==> src/rtl/fifo_sync_param_if.sv <==
// Handshake bundle for fifo_sync_param: producer and consumer valid/ready,
// control strobes and status outputs.
interface fifo_sync_param_if #(
    parameter int unsigned DATA_W = 10,
    parameter int unsigned CW     = 3
);
    logic [DATA_W-1:0] wdata;
    logic              valid_i;
    logic              ready_o;
    logic [DATA_W-1:0] rdata;
    logic              valid_o;
    logic              ready_i;
    logic              flush;
    logic              wm_clr;
    logic [CW-1:0]     count;
    logic              almost_full;
    logic              almost_empty;
    logic [CW-1:0]     watermark;

    // Environment side: drives payload, handshakes and control strobes
    modport master (
        output wdata, valid_i, ready_i, flush, wm_clr,
        input  ready_o, rdata, valid_o, count, almost_full, almost_empty, watermark
    );

    // FIFO side
    modport slave (
        input  wdata, valid_i, ready_i, flush, wm_clr,
        output ready_o, rdata, valid_o, count, almost_full, almost_empty, watermark
    );
endinterface

==> src/rtl/fifo_sync_param.sv <==
// Single-clock first-word-fall-through FIFO with occupancy count,
// almost-full/empty flags, synchronous flush and peak-occupancy watermark.
module fifo_sync_param #(
    parameter int unsigned DATA_W     = 10,
    parameter int unsigned DEPTH      = 4,
    parameter int unsigned AFULL_THR  = 3,
    parameter int unsigned AEMPTY_THR = 1,
    localparam int unsigned CW        = $clog2(DEPTH) + 1
) (
    input logic               clk,
    input logic               rst,
    fifo_sync_param_if.slave  bus
);
    localparam int unsigned AW = $clog2(DEPTH);

    logic [DATA_W-1:0] mem_q [DEPTH];
    logic [DATA_W-1:0] mem_d [DEPTH];
    logic [CW-1:0]     wptr_q, wptr_d;
    logic [CW-1:0]     rptr_q, rptr_d;
    logic [CW-1:0]     count_q, count_d;
    logic [CW-1:0]     wm_q, wm_d;

    logic full, empty, push, pop;

    // Status from registered pointers only; no path from valid_i/ready_i
    always_comb begin
        empty = (wptr_q == rptr_q);
        full  = (wptr_q[AW-1:0] == rptr_q[AW-1:0]) && (wptr_q[CW-1] != rptr_q[CW-1]);
        push  = bus.valid_i & ~full;
        pop   = bus.ready_i & ~empty;
    end

    // Next-state: flush wins over push/pop and leaves memory untouched
    always_comb begin
        mem_d   = mem_q;
        wptr_d  = wptr_q;
        rptr_d  = rptr_q;
        count_d = count_q;
        if (bus.flush) begin
            rptr_d  = wptr_q;
            count_d = '0;
        end else begin
            if (push) begin
                mem_d[wptr_q[AW-1:0]] = bus.wdata;
                wptr_d                = wptr_q + CW'(1);
            end
            if (pop) begin
                rptr_d = rptr_q + CW'(1);
            end
            if (push && !pop) begin
                count_d = count_q + CW'(1);
            end else if (pop && !push) begin
                count_d = count_q - CW'(1);
            end
        end
    end

    // Watermark tracks peak of next count; clear reloads it so current fill is kept
    always_comb begin
        wm_d = wm_q;
        if (bus.wm_clr) begin
            wm_d = count_d;
        end else if (count_d > wm_q) begin
            wm_d = count_d;
        end
    end

    // State registers with asynchronous active-high reset
    always_ff @(posedge clk or posedge rst) begin
        if (rst) begin
            mem_q   <= '{default: '0};
            wptr_q  <= '0;
            rptr_q  <= '0;
            count_q <= '0;
            wm_q    <= '0;
        end else begin
            mem_q   <= mem_d;
            wptr_q  <= wptr_d;
            rptr_q  <= rptr_d;
            count_q <= count_d;
            wm_q    <= wm_d;
        end
    end

    // Outputs decoded from registered state
    always_comb begin
        bus.ready_o      = ~full;
        bus.valid_o      = ~empty;
        bus.rdata        = mem_q[rptr_q[AW-1:0]];
        bus.count        = count_q;
        bus.watermark    = wm_q;
        bus.almost_full  = (count_q >= CW'(AFULL_THR));
        bus.almost_empty = (count_q <= CW'(AEMPTY_THR));
    end
endmodule
==> src/flat_wrapper.sv <==
// flat-port wrapper written by rule: the top's interface ports become plain ports
module fifo_sync_param_flat 
#(
    parameter int unsigned DATA_W     = 10,
    parameter int unsigned DEPTH      = 4,
    parameter int unsigned AFULL_THR  = 3,
    parameter int unsigned AEMPTY_THR = 1,
    localparam int unsigned CW        = $clog2(DEPTH) + 1
)
  (clk, rst, bus_wdata, bus_valid_i, bus_ready_i, bus_flush, bus_wm_clr, bus_ready_o, bus_rdata, bus_valid_o, bus_count, bus_almost_full, bus_almost_empty, bus_watermark);
  fifo_sync_param_if #(.DATA_W(DATA_W)) bus_i ();
  input logic clk;
  input logic rst;
  input wire logic [$bits(bus_i.wdata)-1:0] bus_wdata;
  input wire logic [$bits(bus_i.valid_i)-1:0] bus_valid_i;
  input wire logic [$bits(bus_i.ready_i)-1:0] bus_ready_i;
  input wire logic [$bits(bus_i.flush)-1:0] bus_flush;
  input wire logic [$bits(bus_i.wm_clr)-1:0] bus_wm_clr;
  output wire logic [$bits(bus_i.ready_o)-1:0] bus_ready_o;
  output wire logic [$bits(bus_i.rdata)-1:0] bus_rdata;
  output wire logic [$bits(bus_i.valid_o)-1:0] bus_valid_o;
  output wire logic [$bits(bus_i.count)-1:0] bus_count;
  output wire logic [$bits(bus_i.almost_full)-1:0] bus_almost_full;
  output wire logic [$bits(bus_i.almost_empty)-1:0] bus_almost_empty;
  output wire logic [$bits(bus_i.watermark)-1:0] bus_watermark;
  assign bus_i.wdata = bus_wdata;
  assign bus_i.valid_i = bus_valid_i;
  assign bus_i.ready_i = bus_ready_i;
  assign bus_i.flush = bus_flush;
  assign bus_i.wm_clr = bus_wm_clr;
  assign bus_ready_o = bus_i.ready_o;
  assign bus_rdata = bus_i.rdata;
  assign bus_valid_o = bus_i.valid_o;
  assign bus_count = bus_i.count;
  assign bus_almost_full = bus_i.almost_full;
  assign bus_almost_empty = bus_i.almost_empty;
  assign bus_watermark = bus_i.watermark;
  fifo_sync_param #(.DATA_W(DATA_W), .DEPTH(DEPTH), .AFULL_THR(AFULL_THR), .AEMPTY_THR(AEMPTY_THR)) u_core (.clk(clk), .rst(rst), .bus(bus_i));
endmodule
==> config.mk <==
export PLATFORM = sky130hd
export DESIGN_NAME = fifo_sync_param_flat
export DESIGN_NICKNAME = d
export VERILOG_FILES = /design/src/rtl/fifo_sync_param_if.sv /design/src/rtl/fifo_sync_param.sv /design/src/flat_wrapper.sv
export SDC_FILE = /design/constraint.sdc
export NUM_CORES = 1
export LEC_CHECK = 0
export CAP_MARGIN = 40
export CORE_MARGIN = 2
export CORE_UTILIZATION = 40
export DETAILED_ROUTE_END_ITERATION = 8
export SYNTH_ARGS = -nofsm -noshare
export SYNTH_HDL_FRONTEND = slang
export SYNTH_SLANG_ARGS = --single-unit
==> constraint.sdc <==
create_clock -name clk -period 3.1 [get_ports clk]
set_input_delay 0.31 -clock clk [delete_from_list [all_inputs] [get_ports clk]]
set_output_delay 0.31 -clock clk [all_outputs]
set_load 0.01 [all_outputs]
Yosys cells after proc, flatten, opt, wreduce, memory -nomap -nowiden
Index checks and enable logic that the tools add are counted.
W data, S select, Z words.
{ "word_totals": {"out_inout_bits": 20, "latch_bits": 0, "memories": 0, "elab_cells": 50, "romBits": 0, "regBits": 52, "ram_bits": 0, "inputBits": 16} }
{ "op_classes": {"div": 0, "n_eq_ne": 3, "shifts": 0, "add_sub_neg": 4, "muxes": 13, "multipliers": 0, "order_cmp": 6, "bitwise": 7, "reduce_logical": 9} }
{ "ops": {"columns": ["cell", "count"], "rows": [
  ["$bwmux W40", 1],
  ["$mux W10", 3],
  ["$mux W3", 7],
  ["$bmux W10 S2", 1],
  ["$demux W10 S2", 1],
  ["$add A3 B1 Y3 const B", 3],
  ["$ge A3 B3 Y1 const B", 2],
  ["$not A2 Y3", 2],
  ["$logic_and A1 B1 Y1", 4],
  ["$reduce_bool A2 Y1", 2],
  ["$eq A3 B3 Y1", 1],
  ["$ge A3 B2 Y1 const B", 1],
  ["$gt A3 B3 Y1", 1],
  ["$le A3 B1 Y1 const B", 1],
  ["$lt A3 B1 Y1 const B", 1],
  ["$not A1 Y1", 3],
  ["$sub A3 B1 Y3 const B", 1],
  ["$and A1 B1 Y1", 2],
  ["$eq A2 B2 Y1", 1],
  ["$logic_not A1 Y1", 2],
  ["$reduce_and A2 Y1", 1],
  ["$ne A1 B1 Y1", 1]
]} }

Depth between registers and ports, before layout
{ "logic_depth": {"ltp_word": 12, "mapped_depth": 10, "depth_no_buf": 10} }

Worst setup path before layout
Ideal clock, no wire load.
{ "synth_path": {"path_kind": "register to register", "startpoint": "reg u_core.wptr_q[1]", "endpoint": "reg u_core.wm_q[0] (netlist: u_core.bus.watermark[0])", "setup_ps": 125, "arrival_ps": 2640, "path_stages_with_launch": 10, "synth_period_minus_slack_ps": 2765, "path_slack_ps": 335, "cell_sequence": "dfrtp_1 xor2_2 nor4_1 or4_1 a221oi_2 ha_1 nor2b_1 o211ai_1 nand2_1 mux2_2"} }
{ "synth_between": {"elab_chain_len": 11, "word_cells_on_any_way": 18, "classes_between": "order compare: 1; eq/ne: 2; mux: 5; bitwise: 4; reduce/logical: 6"} }
{ "synth_lines": {"columns": ["item", "line", "rtl"], "rows": [
  ["start: declaration", "fifo_sync_param.sv:18", "logic [CW-1:0] wptr_q, wptr_d;"],
  ["start signal: assignment", "fifo_sync_param.sv:78", "wptr_q <= wptr_d;"],
  ["$eq A2 B2 Y1", "fifo_sync_param.sv:28", "full = (wptr_q[AW-1:0] == rptr_q[AW-1:0]) && (wptr_q[CW-1] != rptr_q[CW-1]);"],
  ["$logic_and A1 B1 Y1", "fifo_sync_param.sv:28", null],
  ["$not A1 Y1", "fifo_sync_param.sv:29", "push = bus.valid_i & ~full;"],
  ["$and A1 B1 Y1", "fifo_sync_param.sv:29", null],
  ["$logic_not A1 Y1", "fifo_sync_param.sv:52", "end else if (pop && !push) begin"],
  ["$logic_and A1 B1 Y1", "fifo_sync_param.sv:52", null],
  ["$mux W3", "fifo_sync_param.sv:52", null],
  ["$mux W3 *", "fifo_sync_param.sv:50", "if (push && !pop) begin"],
  ["$mux W3 *", "fifo_sync_param.sv:39", "if (bus.flush) begin"],
  ["named net u_core.count_d[1]", "fifo_sync_param.sv:20", "logic [CW-1:0] count_q, count_d;"],
  ["$gt A3 B3 Y1 *", "fifo_sync_param.sv:63", "end else if (count_d > wm_q) begin"],
  ["$reduce_bool A2 Y1 (no line) *", null, null],
  ["end signal: assignment", "fifo_sync_param.sv:81", "wm_q <= wm_d;"],
  ["end: declaration", "fifo_sync_param.sv:21", "logic [CW-1:0] wm_q, wm_d;"]
]} }
Mark *: on every way through the listed nets, which the timed path passes. The rest lies on a longest branch. The select of a mux whose other input is x is not followed.
A chain may end at the register's enable or synchronous reset.

Worst setup path in the final report
Ends and elaborated chain as after synthesis.

==> metrics.md <==
| Metric | Value |
|---|---|
| Relative slew margins | 0.587 |
| Ys Warns | 0 |
| Fillers | 616 |
| Clock tree from TritonCTS | built |
| Synth Area in Compound Gates | 0.0719 |
| Final Critical Period | 2.93 ns |
| Fin crit share | 0.944 |
| Detailed Place HPWL | 3750 um |
| Final Util | 0.507 |
| Main combinational cell family by area after synthesis | multiplexers |
| Leak | 1.52 nW |
| Htree depth | 2 |
| Xor/xnor share of the synthesized area | 0.0369 |
| Pwr per Cell Area | 1120 nW/um2 |
| Prevailing post-synth register cell | dfrtp_1 |
| Via count | 1738 |
| CP bufs+invs | 1 |
| Met2 wire length | 2540 um |
| Critical-path cell list | xor2_2 > buf_4 > nor2_2 > o311ai_0 > a221oi_2 > ha_1 > nor2b_1 > o211ai_1 > nand2_1 > mux2_2 |
| Most numerous cell in the Yosys netlist | dfrtp_1 |
| WP depth | 10 |
| Worst-Margin Slew | 0.618 ns |
| Syn_area_per_cell | 13.8 um2 |
| Adder-Cell Fraction of Synth Area | 0.0546 |
| Pre-Repair DR Iteration Count | 4 |
| Crit. Startpoint | u_core.wptr_q[1] |
| Synth area leaders | dfrtp_1, mux2_2, mux4_2, ha_1, mux2_4 |
| Most instantiated cells after synthesis | dfrtp_1, mux2_2, ha_1 |
| Max layer used | met4 |
| Cell Rows | 30 |
| Routability cong. | 0.930 |
| Largest net degree at the start of global routing | 27 |
| Die area | 7550 um2 |
| First-pass GRT wire length | 8990 um |
| Status | completed |
| Netlist Area Pre-Place | 2750 um2 |
| EDFF count, synth | 0 |
| Mapped Nets | 227 |
| Fin. max-slew vios | 0 |
| R2r startpoint | u_core.wptr_q[1] |
| I/O Buffers | 35 |
| Via density | 5.30 |
| Worst R2R Setup Slack | 0.17 ns |
| CTS Buf Count | 5 |
| Layout Skew | 0.0102 ns |
| Diodes inserted | 0 |
| # Post-CTS Setup Buffers | 0 |
| Final hold vios | 0 |
| Core Region | 6720 um2 |
| Startpoint types | register |
| Wirelength per Cell | 16.5 um |
| Slowest cell on crit path | dfrtp_1 |
| Ys async rst share | 1.00 |
| Worst r2r dst | u_core.bus.watermark[0] |
| GRT Util Overall | 0.154 |
| Post-Synth Simple-Gate Area | 0.0592 |
| Layout cells sized above 1 | 0.351 |
| Yosys top cell area share | 0.474 |
| Register area share after synthesis | 0.474 |
| Post-synthesis mux area share | 0.278 |
| Initial antenna violation count | 0 |
| Max FO, Critical Path | 6 |
| Die Y-Extent | 86.9 um |
| Clk slew on worst S/H paths | 0.09 ns |
| R2R depth | 10 |
| Area leader, netlist | dfrtp_1 |
| Cell count after synthesis | 199 |
| Hold Path Class | primary input to async pin |
| Total gr overflow | 0 |
| Wl on met1 | 2620 um |
| WS Path Type | register to register |
| Final total power | 0.00382 W |
| Max clock buf depth | 2 |
| Max-cap violations | 0 |
| CP delay by family, top | compound AO/OA/AOI/OAI gates |
| Vias in the first global route | 1839 |
| Fmax achieved | 0.342 GHz |
| VDD IR max | 559 uV |
| Setup crit end kind | register |
| Synthesis-to-layout area growth | 24.0% |
| NumNets Final | 275 |
| Setup violations, final | 0 |
| Synthesis-stage register bit count | 52 |
| Post_cts resized | 0 |
| Post-CTS Hold Buffers | 0 |
| Total wire length | 5430 um |
| Antenna Violating Nets Remaining | 0 |
| Crit path DAT | 3.12 ns |
| Skew-Pair Late Insertion Delay | 0.31 ns |
| Crit path largest cell delay | 0.49 ns |
| DRT iter0 DRCs | 57 |
| Yosys cell types | 39 |
| Root Buffer | clkbuf_8 |
| Initial Utilization | 0.409 |
| DRC viols | 0 |
| CTS Sinks | 52 |
| Critical Path Sink | u_core.bus.watermark[0] |
| IO Pins | 36 |
| Met3 WL post-DR | 186 um |
| Horiz. Die Dim | 86.9 um |
| WP data required | 3.30 ns |
flip-flops by register name, summed over array words and instances, names as in the netlist:
name	cells
u_core.rptr_q	3
u_core.bus.count	3
u_core.bus.watermark	3
u_core.wptr_q	3
u_core.mem_q	40
layout make-up:
type	instances	area, um2	share of cell area
clock inverter	2	38.8	0.0114
timing repair buffer	47	440	0.129
sequential	52	1310	0.383
clock buffer	6	82.6	0.0242
inverter	11	41.3	0.0121
multi-input combinational	130	1400	0.410
tap	80	100	0.0294
cells by family after synthesis:
logic type               Yosys count
multiplexers                      55
buffers and inverters             17
flip-flops                        52
AND/OR/NAND/NOR                   28
XOR/XNOR                           9
AO/OA/AOI/OAI                     26
adder cells (fa/ha/maj)           12
worst reg2reg max path, stage by stage, from the launching register on:
cell and delay, ns:
dfrtp_1 0.49, xor2_2 0.24, buf_4 0.18, nor2_2 0.26, o311ai_0 0.27, a221oi_2 0.38
ha_1 0.31, nor2b_1 0.13, o211ai_1 0.15, nand2_1 0.13, mux2_2 0.29
per-layer routing:
layer  vias to the layer above  GRT usage
li1                        823          -
met1                       868      0.207
met2                        38      0.250
met3                         9     0.0313
met4                         0     0.0526
met5                         -          0
per-stage QoR:
stage | TNS (ns) | setup WS, ns | instances | hold WS, ns | area [um2]
after floorplan | 0 | 0.335 | 199 | 0.459 | 2750
after global placement | 0 | 0.0876 | 320 | 0.483 | 3260
after global routing | -0.00389 | -0.00389 | 328 | 0.197 | 3410
after detailed placement | 0 | 0.0447 | 320 | 0.488 | 3260
final | 0 | 0.175 | 328 | 0.204 | 3410
after CTS | 0 | 0.101 | 328 | 0.197 | 3380
worst min-delay path by stage:
stage	endpoint
after floorplan	u_core.mem_q[0]
after global placement	u_core.mem_q[19]
after detailed placement	u_core.mem_q[19]
after CTS	u_core.bus.watermark[2]
after global routing	u_core.bus.watermark[1]
final	u_core.bus.count[1]
cells in the final DEF (no fill, tap or decap), types with 2 or more instances in the layout:
| master | n |
|---|---|
| o21ai_0 | 7 |
| nand2_1 | 7 |
| o211ai_1 | 2 |
| inv_1 | 10 |
| nand2_4 | 4 |
| mux2i_1 | 2 |
| xor2_4 | 2 |
| clkbuf_8 | 6 |
| xnor2_1 | 5 |
| nor4_1 | 3 |
| mux4_2 | 10 |
| nor3_1 | 2 |
| a21oi_1 | 5 |
| clkdlybuf4s50_1 | 35 |
| nand3_1 | 3 |
| nor2_1 | 4 |
| buf_4 | 12 |
| dfrtp_2 | 3 |
| mux2_2 | 34 |
| dfrtp_1 | 49 |
| ha_1 | 12 |
| mux2_4 | 9 |
power by group:
group / total, W / switching, W / internal (W)
Sequential: 0.00125 / 0.000239 / 0.00101
Clock: 0.000492 / 0.000227 / 0.000264
Combinational: 0.00208 / 0.000878 / 0.00120
Total: 0.00382 / 0.00134 / 0.00248
Note: power is estimated with default switching activity, not from simulation.
